==> config.mk <==
export PLATFORM = sky130hd
export DESIGN_NAME = mult_div_unit
export DESIGN_NICKNAME = d
export VERILOG_FILES = /design/src/rtl/mult_div_pkg.sv /design/src/rtl/mult_div_unit.sv
export SDC_FILE = /design/constraint.sdc
export NUM_CORES = 1
export LEC_CHECK = 0
export BUFFER_PORTS_ARGS = -buffer_cell sky130_fd_sc_hd__buf_2
export CORE_ASPECT_RATIO = 0.75
export CORE_MARGIN = 10
export CORE_UTILIZATION = 50
export CTS_CLUSTER_SIZE = 24
export DETAILED_ROUTE_END_ITERATION = 10
export PLACE_DENSITY = 0.69
export SLEW_MARGIN = 40
export SYNTH_ARGS = -nofsm -noshare
export SYNTH_HDL_FRONTEND = slang
export SYNTH_SLANG_ARGS = --single-unit
==> constraint.sdc <==
create_clock -name clk -period 8.6 [get_ports clk]
set_clock_uncertainty 0.2 [all_clocks]
set_input_delay 2.58 -clock clk [delete_from_list [all_inputs] [get_ports clk]]
set_output_delay 2.58 -clock clk [all_outputs]
set_load 0.02 [all_outputs]
==> src/rtl/mult_div_pkg.sv <==
// Shared encodings for the multiply/divide unit and the control unit that issues MULT/DIV.
package mult_div_pkg;

  typedef enum logic [1:0] {
    S_IDLE = 2'd0,
    S_CALC = 2'd1,
    S_FIN  = 2'd2
  } state_e;

  localparam logic OP_MULT = 1'b0;
  localparam logic OP_DIV  = 1'b1;

endpackage

==> src/rtl/mult_div_unit.sv <==
// Iterative signed multiply (radix-2 Booth) / divide (restoring on magnitudes) unit.
// One iteration per cycle for WIDTH cycles; hi/lo and a 1-cycle done are written in FIN.
module mult_div_unit
  import mult_div_pkg::*;
#(
  parameter int WIDTH = 32
) (
  input  logic             clk,
  input  logic             reset,
  input  logic             start,
  input  logic             op,
  input  logic [WIDTH-1:0] a,
  input  logic [WIDTH-1:0] b,
  output logic             busy,
  output logic             done,
  output logic [WIDTH-1:0] hi,
  output logic [WIDTH-1:0] lo,
  output logic             div_zero
);

  localparam int              CNT_W    = $clog2(WIDTH);
  localparam logic [CNT_W-1:0] CNT_LAST = CNT_W'(WIDTH - 1);

  state_e             state_q, state_d;
  logic [CNT_W-1:0]   cnt_q, cnt_d;
  logic               op_q, op_d;
  logic               sign_a_q, sign_a_d;
  logic               sign_b_q, sign_b_d;
  logic [WIDTH:0]     acc_q, acc_d;
  logic [WIDTH-1:0]   m_q, m_d;
  logic               q1_q, q1_d;
  logic [WIDTH:0]     mcand_q, mcand_d;
  logic               busy_q, busy_d;
  logic               done_q, done_d;
  logic               dz_q, dz_d;
  logic [WIDTH-1:0]   hi_q, hi_d;
  logic [WIDTH-1:0]   lo_q, lo_d;

  logic [WIDTH:0]     a_ext, b_ext, a_mag, b_mag;
  logic [WIDTH:0]     booth_sum, rem_sh, rem_trial;
  logic [WIDTH-1:0]   rem_lo;

  // Magnitudes are one bit wider so that the most negative operand survives negation.
  assign a_ext = {a[WIDTH-1], a};
  assign b_ext = {b[WIDTH-1], b};
  assign a_mag = a[WIDTH-1] ? ('0 - a_ext) : a_ext;
  assign b_mag = b[WIDTH-1] ? ('0 - b_ext) : b_ext;

  always_comb begin
    state_d  = state_q;
    cnt_d    = cnt_q;
    op_d     = op_q;
    sign_a_d = sign_a_q;
    sign_b_d = sign_b_q;
    acc_d    = acc_q;
    m_d      = m_q;
    q1_d     = q1_q;
    mcand_d  = mcand_q;
    busy_d   = busy_q;
    done_d   = 1'b0;
    dz_d     = 1'b0;
    hi_d     = hi_q;
    lo_d     = lo_q;

    case ({m_q[0], q1_q})
      2'b01:   booth_sum = acc_q + mcand_q;
      2'b10:   booth_sum = acc_q - mcand_q;
      default: booth_sum = acc_q;
    endcase
    rem_sh    = {acc_q[WIDTH-1:0], m_q[WIDTH-1]};
    rem_trial = rem_sh - mcand_q;
    rem_lo    = acc_q[WIDTH-1:0];

    case (state_q)
      S_IDLE: begin
        if (start) begin
          if (op == OP_DIV && b == '0) begin
            dz_d = 1'b1;
          end else begin
            state_d  = S_CALC;
            busy_d   = 1'b1;
            cnt_d    = '0;
            op_d     = op;
            sign_a_d = a[WIDTH-1];
            sign_b_d = b[WIDTH-1];
            q1_d     = 1'b0;
            if (op == OP_MULT) begin
              acc_d   = '0;
              m_d     = b;
              mcand_d = a_ext;
            end else begin
              // Remainder in acc, dividend magnitude shifts out of m as quotient bits shift in.
              {acc_d, m_d} = {{WIDTH{1'b0}}, a_mag};
              mcand_d      = b_mag;
            end
          end
        end
      end
      S_CALC: begin
        if (op_q == OP_MULT) begin
          {acc_d, m_d, q1_d} = {booth_sum[WIDTH], booth_sum, m_q};
        end else if (rem_sh >= mcand_q) begin
          acc_d = rem_trial;
          m_d   = {m_q[WIDTH-2:0], 1'b1};
        end else begin
          acc_d = rem_sh;
          m_d   = {m_q[WIDTH-2:0], 1'b0};
        end
        cnt_d = cnt_q + CNT_W'(1);
        if (cnt_q == CNT_LAST) state_d = S_FIN;
      end
      S_FIN: begin
        state_d = S_IDLE;
        busy_d  = 1'b0;
        done_d  = 1'b1;
        if (op_q == OP_MULT) begin
          hi_d = rem_lo;
          lo_d = m_q;
        end else begin
          hi_d = sign_a_q ? ('0 - rem_lo) : rem_lo;
          lo_d = (sign_a_q ^ sign_b_q) ? ('0 - m_q) : m_q;
        end
      end
      default: state_d = S_IDLE;
    endcase
  end

  always_ff @(posedge clk) begin
    if (!reset) begin
      state_q  <= S_IDLE;
      cnt_q    <= '0;
      op_q     <= OP_MULT;
      sign_a_q <= 1'b0;
      sign_b_q <= 1'b0;
      acc_q    <= '0;
      m_q      <= '0;
      q1_q     <= 1'b0;
      mcand_q  <= '0;
      busy_q   <= 1'b0;
      done_q   <= 1'b0;
      dz_q     <= 1'b0;
      hi_q     <= '0;
      lo_q     <= '0;
    end else begin
      state_q  <= state_d;
      cnt_q    <= cnt_d;
      op_q     <= op_d;
      sign_a_q <= sign_a_d;
      sign_b_q <= sign_b_d;
      acc_q    <= acc_d;
      m_q      <= m_d;
      q1_q     <= q1_d;
      mcand_q  <= mcand_d;
      busy_q   <= busy_d;
      done_q   <= done_d;
      dz_q     <= dz_d;
      hi_q     <= hi_d;
      lo_q     <= lo_d;
    end
  end

  assign busy     = busy_q;
  assign done     = done_q;
  assign div_zero = dz_q;
  assign hi       = hi_q;
  assign lo       = lo_q;

endmodule

; ---- After elaboration in Yosys (flattened, before gate mapping)
; Cells that the tools add are included.
[word_totals]
regBits = 176
inputBits = 68
out_inout_bits = 67
elab_cells = 81
[op_classes]
add_sub_neg = 8
order_cmp = 1
eq_ne = 9
muxes = 36
bitwise_logic = 2
n_reduce_logical = 11
[ops]
columns = operator, count
row1 = 32-bit two-way mux, 8
row2 = 33-bit two-way mux, 7
row3 = 33-bit case mux with 2 select lines, 2
row4 = "1-bit by 32-bit subtractor with 33-bit output, first input constant", 2
row5 = 33-bit subtractor, 2
row6 = 32-bit case mux with 2 select lines, 1
row7 = "1-bit by 32-bit subtractor with 32-bit output, first input constant", 2
row8 = 33-bit adder, 1
row9 = 33-bit greater-or-equal comparator, 1
row10 = 32-bit zero test, 1
row11 = 3-bit AND reduction, 5
row12 = 5-bit two-way mux, 2
row13 = 5-bit case mux with 2 select lines, 1
row14 = 1-bit two-way mux, 9
row15 = "2-bit inequality test, second input constant", 4
row16 = 2-bit two-way mux, 3
row17 = "5-bit by 1-bit adder with 5-bit output, second input constant", 1
row18 = "5-bit == test, second input constant", 1
row19 = "2-bit by 1-bit == test with 1-bit output, second input constant", 2
row20 = "2-bit == test, second input constant", 2
row21 = 1-bit case mux with 2 select lines, 2
row22 = 2-bit case mux with 2 select lines, 1
row23 = 4-bit AND reduction, 1
row24 = 2-bit nonzero test, 2
row25 = other kinds (4), 4

; ---- Longest topological paths before layout
[depth]
word_depth = 6
mapped_depth = 19
depth_no_buf = 17

; ---- Worst setup path before layout
; No wires, ideal clock.
[synth_timing]
kind = input to register
from = input port a[8]
to = register m_q[29]
setup_ns = 0.122
arrival_ns = 4.942
t_required_ns = 8.278
setup_slack_ns = 3.336
stages = 9
path_buffers = 0
path_cell_list = or4_4 -> or3_4 -> or3_4 -> or4_4 -> o31ai_1 -> xor2_1 -> a21oi_1 -> a21oi_1 -> o21ai_0
[synth_via]
elab_chain_cells = 6
[synth_rtl]
columns = item, line_no
row1 = from (decl), mult_div_unit.sv:12  ; input logic [WIDTH-1:0] a,
row2 = 1-bit by 32-bit subtractor with 33-bit output, mult_div_unit.sv:46  ; assign a_mag = a[WIDTH-1] ? ('0 - a_ext) : a_ext;
row3 = 33-bit two-way mux, mult_div_unit.sv:46
row4 = 32-bit two-way mux, mult_div_unit.sv:87  ; if (op == OP_MULT) begin
row5 = 32-bit two-way mux, mult_div_unit.sv:77  ; if (op == OP_DIV && b == '0) begin
row6 = 32-bit two-way mux, mult_div_unit.sv:76  ; if (start) begin
row7 = 32-bit case mux with 2 select lines, mult_div_unit.sv:74  ; case (state_q)
row8 = to (signal assigned), mult_div_unit.sv:151  ; m_q <= m_d;
row9 = to (decl), mult_div_unit.sv:30  ; logic [WIDTH-1:0] m_q, m_d;
; Every way passes these cells. The select of a mux whose other input is x is not followed.
; A chain may end at the register's enable or synchronous reset.

; ---- Final worst setup path
[layout_timing]
from = input port b[6]
to = register acc_q[23]
[layout_via]
elab_chain_cells = 4
[layout_rtl]
columns = item, line_no
row1 = from (decl), mult_div_unit.sv:13  ; input logic [WIDTH-1:0] b,
row2 = 32-bit zero test, mult_div_unit.sv:77
row3 = 1-bit logical AND, mult_div_unit.sv:77
row4 = 2-bit inequality test (no source line), n/a
row5 = 3-bit AND reduction (no source line), n/a
row6 = to (signal assigned), mult_div_unit.sv:135  ; acc_q <= '0;
row7 = to (signal assigned), mult_div_unit.sv:150  ; acc_q <= acc_d;
row8 = to (decl), mult_div_unit.sv:29  ; logic [WIDTH:0] acc_q, acc_d;
; Every way passes these cells.

==> qor.yml <==
synthesis:
  yosysWarnings: 0
  yosysSeqAreaShare_pct: 24.1
  synth_edf_count: 0
  synthCells: 1964
  netlist.area_leader.share_pct: 24.1
  syn_avg_cell_area_sq_um: 7.44
  synthTopCellsByArea: "dfxtp_1 (24%), ha_1 (6.3%), a21oi_1 (6.1%)"
  yosysTopAreaCell: "dfxtp_1"
  syn-num-nets: 2107
  synthFlopType: "dfxtp_1"
  syn_area_sq_um: 14600
  synthArstFlopShare_pct: 0
  synthDistinctLibCells: 76
  ys_ff_latch: 176
place:
  dp.cells: 2383
  placed_area_sq_um: 15400
  dpl.hpwl_um: 42200
  portBuffers: 134
  gp_congestion: 0.986
sta:
  rsz0062_at_grt: "false"
  max_freq_ghz: 0.173
  tns_ns: 0
  slew_headroom_pct: 44.8
  layout_min_cycle_time_ns: 5.79
  slew_viol_final: 0
  setup_violations: 0
  hold_viol_final: 0
  tightestPinTransition_ns: 0.826
  finalCritPeriodShare_pct: 67.3
floorplanning:
  die_y_um: 168
  floorplan.initialDensity_pct: 50.5
  die_x_um: 217
  num_rows: 54
  die-area_sq_um: 36500
  core_area_sq_um: 28900
  ioPinCount: 135
global_routing:
  grt_antenna_before_repair: 1
  met1_usage_pct: 42.2
  grt_max_degree: 96
  met3_usage_pct: 12.4
  grtUsageMet2_pct: 36.0
  grt_pass1_vias: 13500
  top_usage_layer: "met1"
  gr-usage-all-layers_pct: 28.3
  overflow: 0
  grt_pass1_wl_um: 81100
routing:
  via_per_inst: 6.30
  post-route-drc-count: 0
  ant_nets: 0
  drt_iter0_drc: 2027
  drtPass1Iterations: 6
  drt-total-wl_um: 53700
  num_vias: 15200
  wl_per_cell_um: 22.2
final_layout:
  design_area_sq_um: 16000
  antenna_cells: 0
  layout_commonest_cell: "nor2_1"
  post-route-util_pct: 55.4
  most-common-layout-cells: "nor2_1 (197), nand2_1 (181), a21oi_1 (176)"
  nets: 2153
  drive_gt1_share_pct: 11.0
  fillers: 2862
  instances_no_fill: 2415
  area_growth_pct: 9.68
clock_network:
  cts_made_buffers: 17
  path_clk_slew_ns: 0.07
  cts_max_level: 4
  insertion_delay_ns: 0.45
  hold_buffers: 0
  cts_resized: 0
  cts_num_sinks: 176
  root_buffer: "clkbuf_16"
  cts_tree: "done"
  post-cts-setup-buffers: 0
  cts.path.max_buffers: 2
min_path:
  hold_path.class: "flip-flop to flip-flop"
critical_path:
  crit_path_start_kind: "input pin"
  crit_type: "input pin to flip-flop"
  rrSetupSlack_ns: 3.56
  cp-end-kind: "flip-flop"
  arrival_ns: 5.99
  cp.required_ns: 8.80
  critPathMaxFanout: 37
status:
  status: "finished, final reports clean"
pwr:
  powerDensity_nw_per_um2: 181
  vdd_drop_max_uv: 116
  leakage_nw: 6.25
flow_run:
  cap_violations: 0
==> worst paths after layout <==
path	start	endpoint	cells past startpoint
max	b[6]	acc_q[23]$_SDFFE_PN0P_	11
min	lo[0]$_SDFFE_PN0P_	lo[0]$_SDFFE_PN0P_	2
max reg2reg	mcand_q[5]$_SDFFE_PN0P_	acc_q[25]$_SDFFE_PN0P_	15
min reg2reg	lo[0]$_SDFFE_PN0P_	lo[0]$_SDFFE_PN0P_	2
==> kinds of logic (layout without fill, tap and decap cells) <==
| logic type | Yosys count | count (layout) | synth area share (%) |
|---|---|---|---|
| AOI/OAI and AO/OA | 680 | 680 | 30.0 |
| and+or+nand+nor | 593 | 593 | 19.0 |
| buffers and inverters | 195 | 254 | 5.18 |
| xor gates and xnor gates | 194 | 194 | 11.6 |
| muxes | 51 | 51 | 3.54 |
| adders and majority gates | 75 | 75 | 6.53 |
| DFF | 176 | 176 | 24.1 |
==> synthesized netlist by cell type, types with 10 or more instances <==
cell type    n
a21o_1      34
nand2_1    181
a22o_1      10
mux2i_1     46
or4_1       11
o31ai_1     29
nand4_1     17
ha_1        73
clkbuf_1   106
o21a_1      16
or3_1       23
o211ai_1    45
a21oi_1    177
nor2_1     198
o41ai_1     13
nor4_1      14
nor2b_1     11
buf_2       10
a311oi_1    10
inv_1       68
o21ai_0    152
a31oi_1     33
xor2_1      98
nand2b_1    16
nor3_1      41
nand3_1     24
a211oi_1    91
and3_1      20
xnor2_1     96
dfxtp_1    176
==> where the power goes <==
part | internal, mW | total, mW | switching (mW)
registers | 0.855 | 0.946 | 0.0910
clock network | 0.408 | 0.778 | 0.370
logic | 0.430 | 1.18 | 0.752
==> routing by layer <==
| metal | vias up | wire [um] |
|---|---|---|
| li1 | 7269 | - |
| met5 | - | 0 |
| met2 | 805 | 20200 |
| met1 | 7097 | 25200 |
| met4 | 0 | 591 |
| met3 | 36 | 7730 |
==> sequential cells by signal, indices dropped and copies added (netlist names), 2 cells and up <==
register and cells:
cnt_q 5, lo 32, mcand_q 33, m_q 32, state_q 2, hi 32, acc_q 33
==> critical path, cell delays in order <==
cell and delay [ns]:
buf_2 0.11, or4_1 0.62, nor4_1 0.47, nand4_1 0.27, o41ai_2 0.46, a21o_1 0.44, buf_4 0.47, and3_1 0.24
a211oi_1 0.05, o21ai_0 0.11, o21a_1 0.14
==> per-stage QoR <==
stage	setup slack, ns	power, mW	hold WS, ns
2_1_floorplan	3.34	1.74	0.262
3_3_place_gp	2.18	2.08	0.269
3_5_place_dp	2.04	2.09	0.285
4_1_cts	2.51	2.85	0.298
5_1_grt	2.44	3.04	0.312
6_report	2.81	2.91	0.295
==> layout make-up <==
class	instances	area, sq um	area share (%)
timing repair buffer	153	823	5.14
clock buffer	20	437	2.73
tap	392	490	3.06
inverter	69	260	1.62
sequential	176	3520	22.0
clock inverter	12	129	0.804
multi-input combinational	1593	10400	64.6
Power figures use the tool's default switching activity.
